===== src/rtl/booth_code_gen.sv =====
// Radix-4 Booth encoder/sequencer: latches a signed operand and emits one one-hot NUM_CODE per digit, MSB digit first.
// Latency: first code valid the cycle after operand accept; N = INPUT_WIDTH/2 beats per operand, zero bubble back-to-back.
// Backpressure: out_ready=0 holds the current code stable; a new operand is accepted only when idle or on the last beat.
// Ports: clk/reset_n (async active-low), in_valid/in_ready/in_operand (operand handshake),
//        out_valid/out_ready/NUM_CODE/out_digit_idx/out_last (code stream), busy (operand in flight).
module booth_code_gen #(
    parameter int INPUT_WIDTH    = 8,
    parameter int NUM_CODE_WIDTH = 5,
    parameter int IDX_WIDTH      = ((INPUT_WIDTH / 2) > 1) ? $clog2(INPUT_WIDTH / 2) : 1
) (
    input  logic                      clk,
    input  logic                      reset_n,
    input  logic                      in_valid,
    output logic                      in_ready,
    input  logic [INPUT_WIDTH-1:0]    in_operand,
    output logic                      out_valid,
    input  logic                      out_ready,
    output logic [NUM_CODE_WIDTH-1:0] NUM_CODE,
    output logic [IDX_WIDTH-1:0]      out_digit_idx,
    output logic                      out_last,
    output logic                      busy
);

    localparam int N = INPUT_WIDTH / 2;
    localparam logic [IDX_WIDTH-1:0] TOP_IDX = IDX_WIDTH'(N - 1);

    localparam logic [0:0] IDLE = 1'b0;
    localparam logic [0:0] EMIT = 1'b1;

    generate
        if ((INPUT_WIDTH % 2) != 0 || INPUT_WIDTH < 2) begin : g_bad_width
            $error("booth_code_gen: INPUT_WIDTH must be a positive even number");
        end
        if (NUM_CODE_WIDTH != 5) begin : g_bad_code
            $error("booth_code_gen: NUM_CODE_WIDTH must be 5");
        end
    endgenerate

    logic [0:0]             state;
    logic [INPUT_WIDTH-1:0] operand;
    logic [IDX_WIDTH-1:0]   idx;

    logic                   accept;
    logic                   beat;
    logic [INPUT_WIDTH:0]   ext;      // operand with the implicit b[-1]=0 appended at the bottom
    logic [2:0]             triplet;  // {b[2i+1], b[2i], b[2i-1]} for the current digit
    logic [4:0]             code;

    assign busy          = (state == EMIT);
    assign out_valid     = busy;
    assign out_last      = busy && (idx == '0);
    assign out_digit_idx = idx;
    assign beat          = out_valid && out_ready;
    // reset_n gates ready so no operand can be offered-and-accepted while held in reset.
    assign in_ready      = reset_n && ((state == IDLE) || (beat && out_last));
    assign accept        = in_valid && in_ready;

    assign ext = {operand, 1'b0};

    always_comb begin
        triplet = 3'b000;
        for (int i = 0; i < N; i++) begin
            if (idx == IDX_WIDTH'(i)) begin
                triplet = ext[2*i +: 3];
            end
        end
    end

    always_comb begin
        code = 5'b10000;
        case (triplet)
            3'b001, 3'b010: code = 5'b00010;
            3'b011:         code = 5'b01000;
            3'b100:         code = 5'b00100;
            3'b101, 3'b110: code = 5'b00001;
            default:        code = 5'b10000;
        endcase
    end

    // Idle presents the zero code so the PE chain sees a bypass when nothing is valid.
    assign NUM_CODE = out_valid ? code : 5'b10000;

    always_ff @(posedge clk or negedge reset_n) begin
        if (!reset_n) begin
            state   <= IDLE;
            operand <= '0;
            idx     <= '0;
        end else if (accept) begin
            // Covers both the idle accept and the same-cycle reload on the last beat.
            operand <= in_operand;
            idx     <= TOP_IDX;
            state   <= EMIT;
        end else if (beat) begin
            if (idx == '0) begin
                state <= IDLE;
            end else begin
                idx <= idx - 1'b1;
            end
        end
    end

endmodule


===== config.mk =====
export PLATFORM = sky130hd
export DESIGN_NAME = booth_code_gen
export DESIGN_NICKNAME = d
export VERILOG_FILES = /design/src/rtl/booth_code_gen.sv
export SDC_FILE = /design/constraint.sdc
export NUM_CORES = 1
export LEC_CHECK = 0
export BUFFER_PORTS_ARGS = -buffer_cell sky130_fd_sc_hd__buf_2
export CORE_MARGIN = 2
export CORE_UTILIZATION = 45
export DETAILED_ROUTE_END_ITERATION = 6
export PLACE_DENSITY_LB_ADDON = 0.25
export SETUP_SLACK_MARGIN = 0.2
export SKIP_LAST_GASP = 1
export SYNTH_ARGS = -nofsm -noshare
export SYNTH_HDL_FRONTEND = slang
export SYNTH_SLANG_ARGS = --single-unit

===== constraint.sdc =====
create_clock -name clk -period 2 [get_ports clk]
set_clock_uncertainty 0.2 [all_clocks]
set_input_delay 0.1 -clock clk [delete_from_list [all_inputs] [get_ports clk]]
set_output_delay 0.1 -clock clk [all_outputs]
set_load 0.01 [all_outputs]

# [After elaboration in Yosys (flattened, before gate mapping)]
# Cells that the tools add are included.
# Widths: inputs -> output; s select.
[classes] eq_ne=10 mux=12 bitwise=1 n_addsub=1 n_shift=0 div_mod_pow=0 order_cmp=0 n_mul=0 n_reduce_logical=13
[op_table] cell="$pmux 5 s4" count=1
[op_table] cell="$mux 3" count=4
[op_table] cell="$eq 3x3->1 const B" count=3
[op_table] cell="$eq 3x2->1 const B" count=2
[op_table] cell="$mux 2" count=3
[op_table] cell="$logic_and 1x1->1" count=5
[op_table] cell="$mux 5" count=1
[op_table] cell="$eq 2x2->1 const B" count=2
[op_table] cell="$reduce_and 2->1" count=2
[op_table] cell="$reduce_bool 2->1" count=2
[op_table] cell="$reduce_or 2->1" count=2
[op_table] cell="$eq 3x1->1 const B" count=1
[op_table] cell="$mux 1" count=3
[op_table] cell="$eq 2x1->1 const B" count=1
[op_table] cell="$logic_not 2->1" count=1
[op_table] cell="$ne 2x2->1 const B" count=1
[op_table] cell="$sub 2x1->2 const B" count=1
[op_table] cell="$logic_or 1x1->1" count=1
[op_table] cell="$not 1->1" count=1
[word_totals] in_bits=12 wordCells=40 mem_bits_ro=0 output_inout_bits=11 n_memories=0 regBits=11 latchBits=0 mem_bits_rw=0

# [Logic depth before layout (Yosys ltp)]
[logic_depth] word_depth=9 mapped_depth=7 depth_no_buf=6

# [Worst setup path before layout]
# OpenSTA, ideal clock, no wires.
[synth_path] path_kind="reg-to-reg" startpoint="register idx[0], in the netlist out_digit_idx[0]" endpoint="register operand[0]" synth_period_minus_slack_ns=1.923 n_path_buf=1 arrival_time_ns=1.597 setup_time_ns=0.125 required_ns=1.675 path_stages_with_launch=8 slack_ns=0.077 path_cell_list="dfrtp_1 inv_1 ha_1 nand2_1 a21boi_2 nand2_1 buf_6 mux2_4"
[synth_between] elab_chain_cells=6
[synth_lines] element="start: declaration" line="41" text="logic [IDX_WIDTH-1:0] idx;"
[synth_lines] element="start signal: assignment" line="97" text="idx <= idx - 1'b1;"
[synth_lines] element="$logic_not 2->1" line="51" text="assign out_last = busy && (idx == '0);"
[synth_lines] element="$logic_and 1x1->1" line="51"
[synth_lines] element="$logic_and 1x1->1" line="55" text="assign in_ready = reset_n && ((state == IDLE) || (beat && out_last));"
[synth_lines] element="$logic_or 1x1->1" line="55"
[synth_lines] element="$logic_and 1x1->1" line="55"
[synth_lines] element="via in_ready" line="14" text="output logic in_ready,"
[synth_lines] element="$logic_and 1x1->1" line="56" text="assign accept = in_valid && in_ready;"
[synth_lines] element="end signal: assignment" line="90" text="operand <= in_operand;"
[synth_lines] element="end: declaration" line="40" text="logic [INPUT_WIDTH-1:0] operand;"
# The timed path passes the listed nets, and every way through them passes these cells.
# A chain may end at the register's enable or synchronous reset.

# [Final worst setup path]
[layout_path] startpoint="register idx[0], in the netlist out_digit_idx[0]" endpoint="output port NUM_CODE[4]"
[layout_between] elab_chain_cells=9 elab_cells_between_ends=18 cone_classes="9 x eq/ne; 6 x mux; 3 x reduce/logical"
[layout_lines] element="$logic_not 2->1" line="63" text="if (idx == IDX_WIDTH'(i)) begin"
[layout_lines] element="$mux 3 (3 in series)" line="63"
[layout_lines] element="$mux 3 *" line="63"
[layout_lines] element="$eq 3x3->1 (tied with other cells)" line="71" text="case (triplet)"
[layout_lines] element="$reduce_or 2->1" line="71"
[layout_lines] element="$pmux 5 s4 *" line="71"
[layout_lines] element="$mux 5 *" line="81" text="assign NUM_CODE = out_valid ? code : 5'b10000;"
[layout_lines] element="end: declaration" line="18" text="output logic [NUM_CODE_WIDTH-1:0] NUM_CODE,"
# Mark *: on every way between the ends. The rest lies on a longest branch, timed or not.

==> results by group <==
Die
  • Starting density of the core: 0.484
  • Total Die Area: 1960 um2
  • Row count: 14
  • I/O Pins: 23
  • Floorplan core area: 1510 um2
  • Die W: 44.3 um
  • Die height: 44.3 um

Setup path
  • R2r startpoint: out_digit_idx[0]$_DFFE_PN0P_
  • CP startpoint kind: register
  • Max FO, Critical Path: 4
  • Worst r2r dst: operand[0]$_DFFE_PN0P_
  • Crit path DAT: 2.00 ns
  • R2R depth: 10
  • Setup crit end kind: primary output
  • Worst Path Required: 1.70 ns
  • R2R setup slack: -0.09 ns
  • CP Class: reg2out

Synth
  • Leading area contributor after synthesis: dfrtp_1
  • Top FF cell, synth: dfrtp_1
  • EDFF count, synth: 0
  • Area share of fa/ha/maj cells after synthesis: 0.0858
  • Yosys top cell area share: 0.377
  • Register area share after synthesis: 0.377
  • Seq cells post-synth: 11
  • Syn Area/Cell: 11.4 um2
  • XOR/XNOR share of the synthesized area: 0.0240
  • Top post-synthesis cells by area: dfrtp_1 38%, mux2_4 14%, ha_1 8.6%, a211oi_2 5.1%, nand2_1 4.6%
  • Synth Area in Simple Gates: 0.182
  • Distinct cells, synth: 26
  • Post-synthesis instance total: 64
  • Total nets after synthesis: 81
  • Post-Syn Area: 729 um2
  • Synth Area in Compound Gates: 0.136
  • Yosys warning total: 0
  • Post-synth top cells: 11 x dfrtp_1, 9 x nand2_1, 7 x mux2_4
  • Post-synthesis mux area share: 0.160
  • Async set-reset flop share out of synthesis: 1.00
  • Most numerous cell in the Yosys netlist: dfrtp_1
  • Largest family of logic cells by synthesized area: simple AND/OR/NAND/NOR gates

Layout
  • Fin util: 0.782
  • Share of cells above drive strength 1: 0.577
  • Syn-to-layout area delta: 61.6%
  • Ant. Diodes: 0
  • Nets@finish: 129
  • Final instance area: 1180 um2

Detailed routing
  • Final WL: 1940 um
  • First-pass iteration count of the detailed router: 4
  • Post-route ant nets: 0
  • Vias/cell: 5.31
  • Vias: 675
  • Routed wire per std cell: 15.2 um
  • DRC: 0
  • First-iteration detailed-routing DRC count: 12

Pwr
  • Max VDD drop: 1.17 mV
  • PwrDens: 1710 nW/um2
  • Leak: 0.566 nW

Global routing
  • Total GRT Usage: 0.198
  • GR Util met2: 0.329
  • Total gr overflow: 0
  • Vias in the first global route: 578
  • Layer with the highest usage: met2
  • First-pass GRT wire length: 2750 um
  • Met3 global-route usage: 0.0612
  • GR Util met1: 0.256
  • Initial antenna violation count: 0
  • Largest net degree at the start of global routing: 12

Timing
  • RSZ-0062 raised after global routing: yes
  • Period utilization: 1.15
  • Least-Margin Pin Slew: 0.312 ns
  • Final Max Slew Viols: 0
  • Final Critical Period: 2.30 ns
  • Setup violation total in the final timing report: 14
  • Final hold viol count: 0
  • Final worst slack: -0.300 ns
  • Relative slew margins: 0.791
  • Setup TNS: -1.88 ns
  • Fmax: 0.435 GHz

Clock network
  • Root buffer cell: clkbuf_4
  • Clock Path Buffers: 2
  • Clock Pin Slew Worst Setup and Hold Paths: 0.08 ns
  • Clock sinks: 11
  • H-tree lvl count: 1
  • CTS tree: done
  • Latest clock arrival within the worst-skew pair: 0.29 ns
  • Total CTS buffers: 3

Place
  • IO buf count: 22
  • Post-DP Area: 888 um2
  • GP Congestion: 0.711
  • Post-DP HPWL: 1060 um

Status
  • Failing checks: negative setup slack
  • Status: finished with violations

Job
  • Max_cap viols: 0

Hold path
  • Hold Path Class: in2async
## critical path: stages (launching register included)
cell and delay, ns:
dfrtp_2 0.47, inv_4 0.10, buf_6 0.10, ha_4 0.13, nand3b_1 0.13, a211oi_4 0.35, or3_1 0.19, o211ai_2 0.09
buf_2 0.16
## cell families (layout without fill, tap and decap cells)
kind of cell | Yosys count | count (layout)
simple gates | 24 | 24
flops | 11 | 11
mux | 8 | 8
xor+xnor | 2 | 2
fa+ha+maj | 5 | 5
buf+inv | 4 | 51
compound gates | 10 | 10
## what timing repair did
item	in CTS	in global routing
endpoints found under the setup margin	13	17
hold buffers	11	0
hold endpoints to repair	20	0
setup buffers	6	2
gates cloned	0	1
gates resized for setup	7	12
pin swaps	5	7
## routing by layer
| metal | vias to the layer above | routed length [um] |
|---|---|---|
| li1 | 320 | - |
| met1 | 334 | 874 |
| met2 | 19 | 947 |
| met3 | 2 | 93 |
| met4 | 0 | 20 |
| met5 | - | 0 |
## power by group
part	leakage [nW]	internal [W]	switching [W]
combinational	0.424	0.000738	0.000622
sequential	0.127	0.000341	0.000156
clock	0.0150	0.0000777	0.0000848
total	0.566	0.00116	0.000863
## worst max path at each step
stage,end,slack (ns),from
2_1_floorplan,operand[0]$_DFFE_PN0P_,0.20,out_digit_idx[0]$_DFFE_PN0P_
3_3_place_gp,NUM_CODE[4],0.09,out_digit_idx[0]$_DFFE_PN0P_
3_5_place_dp,NUM_CODE[4],0.06,out_digit_idx[0]$_DFFE_PN0P_
4_1_cts,NUM_CODE[4],-0.23,out_digit_idx[1]$_DFFE_PN0P_
5_1_grt,NUM_CODE[4],-0.38,out_digit_idx[0]$_DFFE_PN0P_
6_report,NUM_CODE[4],-0.30,out_digit_idx[0]$_DFFE_PN0P_
## state kept, by name, indices dropped and copies added, names as in the netlist
name / cells
operand: 8
busy: 1
out_digit_idx: 2
## through the flow
| stage | hold slack, ns | instances | setup slack [ns] | total power (W) |
|---|---|---|---|---|
| 3_5_place_dp | -0.158 | 103 | 0.0631 | 0.00150 |
| 5_1_grt | 0.106 | 127 | -0.376 | 0.00215 |
| 2_1_floorplan | -0.396 | 64 | 0.202 | 0.00124 |
| 4_1_cts | 0.0737 | 124 | -0.232 | 0.00187 |
| 6_report | 0.0667 | 127 | -0.300 | 0.00202 |
| 3_3_place_gp | -0.162 | 103 | 0.0919 | 0.00149 |
## layout make-up
| cell class | count | area (um2) |
|---|---|---|
| well taps | 16 | 20.0 |
| multi-input cells | 49 | 513 |
| flip-flops and latches | 11 | 278 |
| clock buffers | 4 | 26.3 |
| fillers | 105 | 328 |
| repair buffers | 45 | 332 |
| inverters | 2 | 10.0 |
## layout by cell type, fill, tap and decap left out, drive strengths merged
| cell | count |
|---|---|
| a211o | 1 |
| a211oi | 4 |
| a21boi | 1 |
| a21oi | 2 |
| and2 | 1 |
| and2b | 1 |
| buf | 34 |
| clkbuf | 4 |
| dfrtp | 11 |
| dlygate4sd3 | 11 |
| ha | 5 |
| inv | 2 |
| mux2 | 8 |
| nand2 | 9 |
| nand3b | 4 |
| nor2 | 3 |
| nor2b | 2 |
| nor3 | 1 |
| nor3b | 2 |
| o211ai | 2 |
| or3 | 1 |
| xnor2 | 2 |
Note: power is estimated with default switching activity, not from simulation.
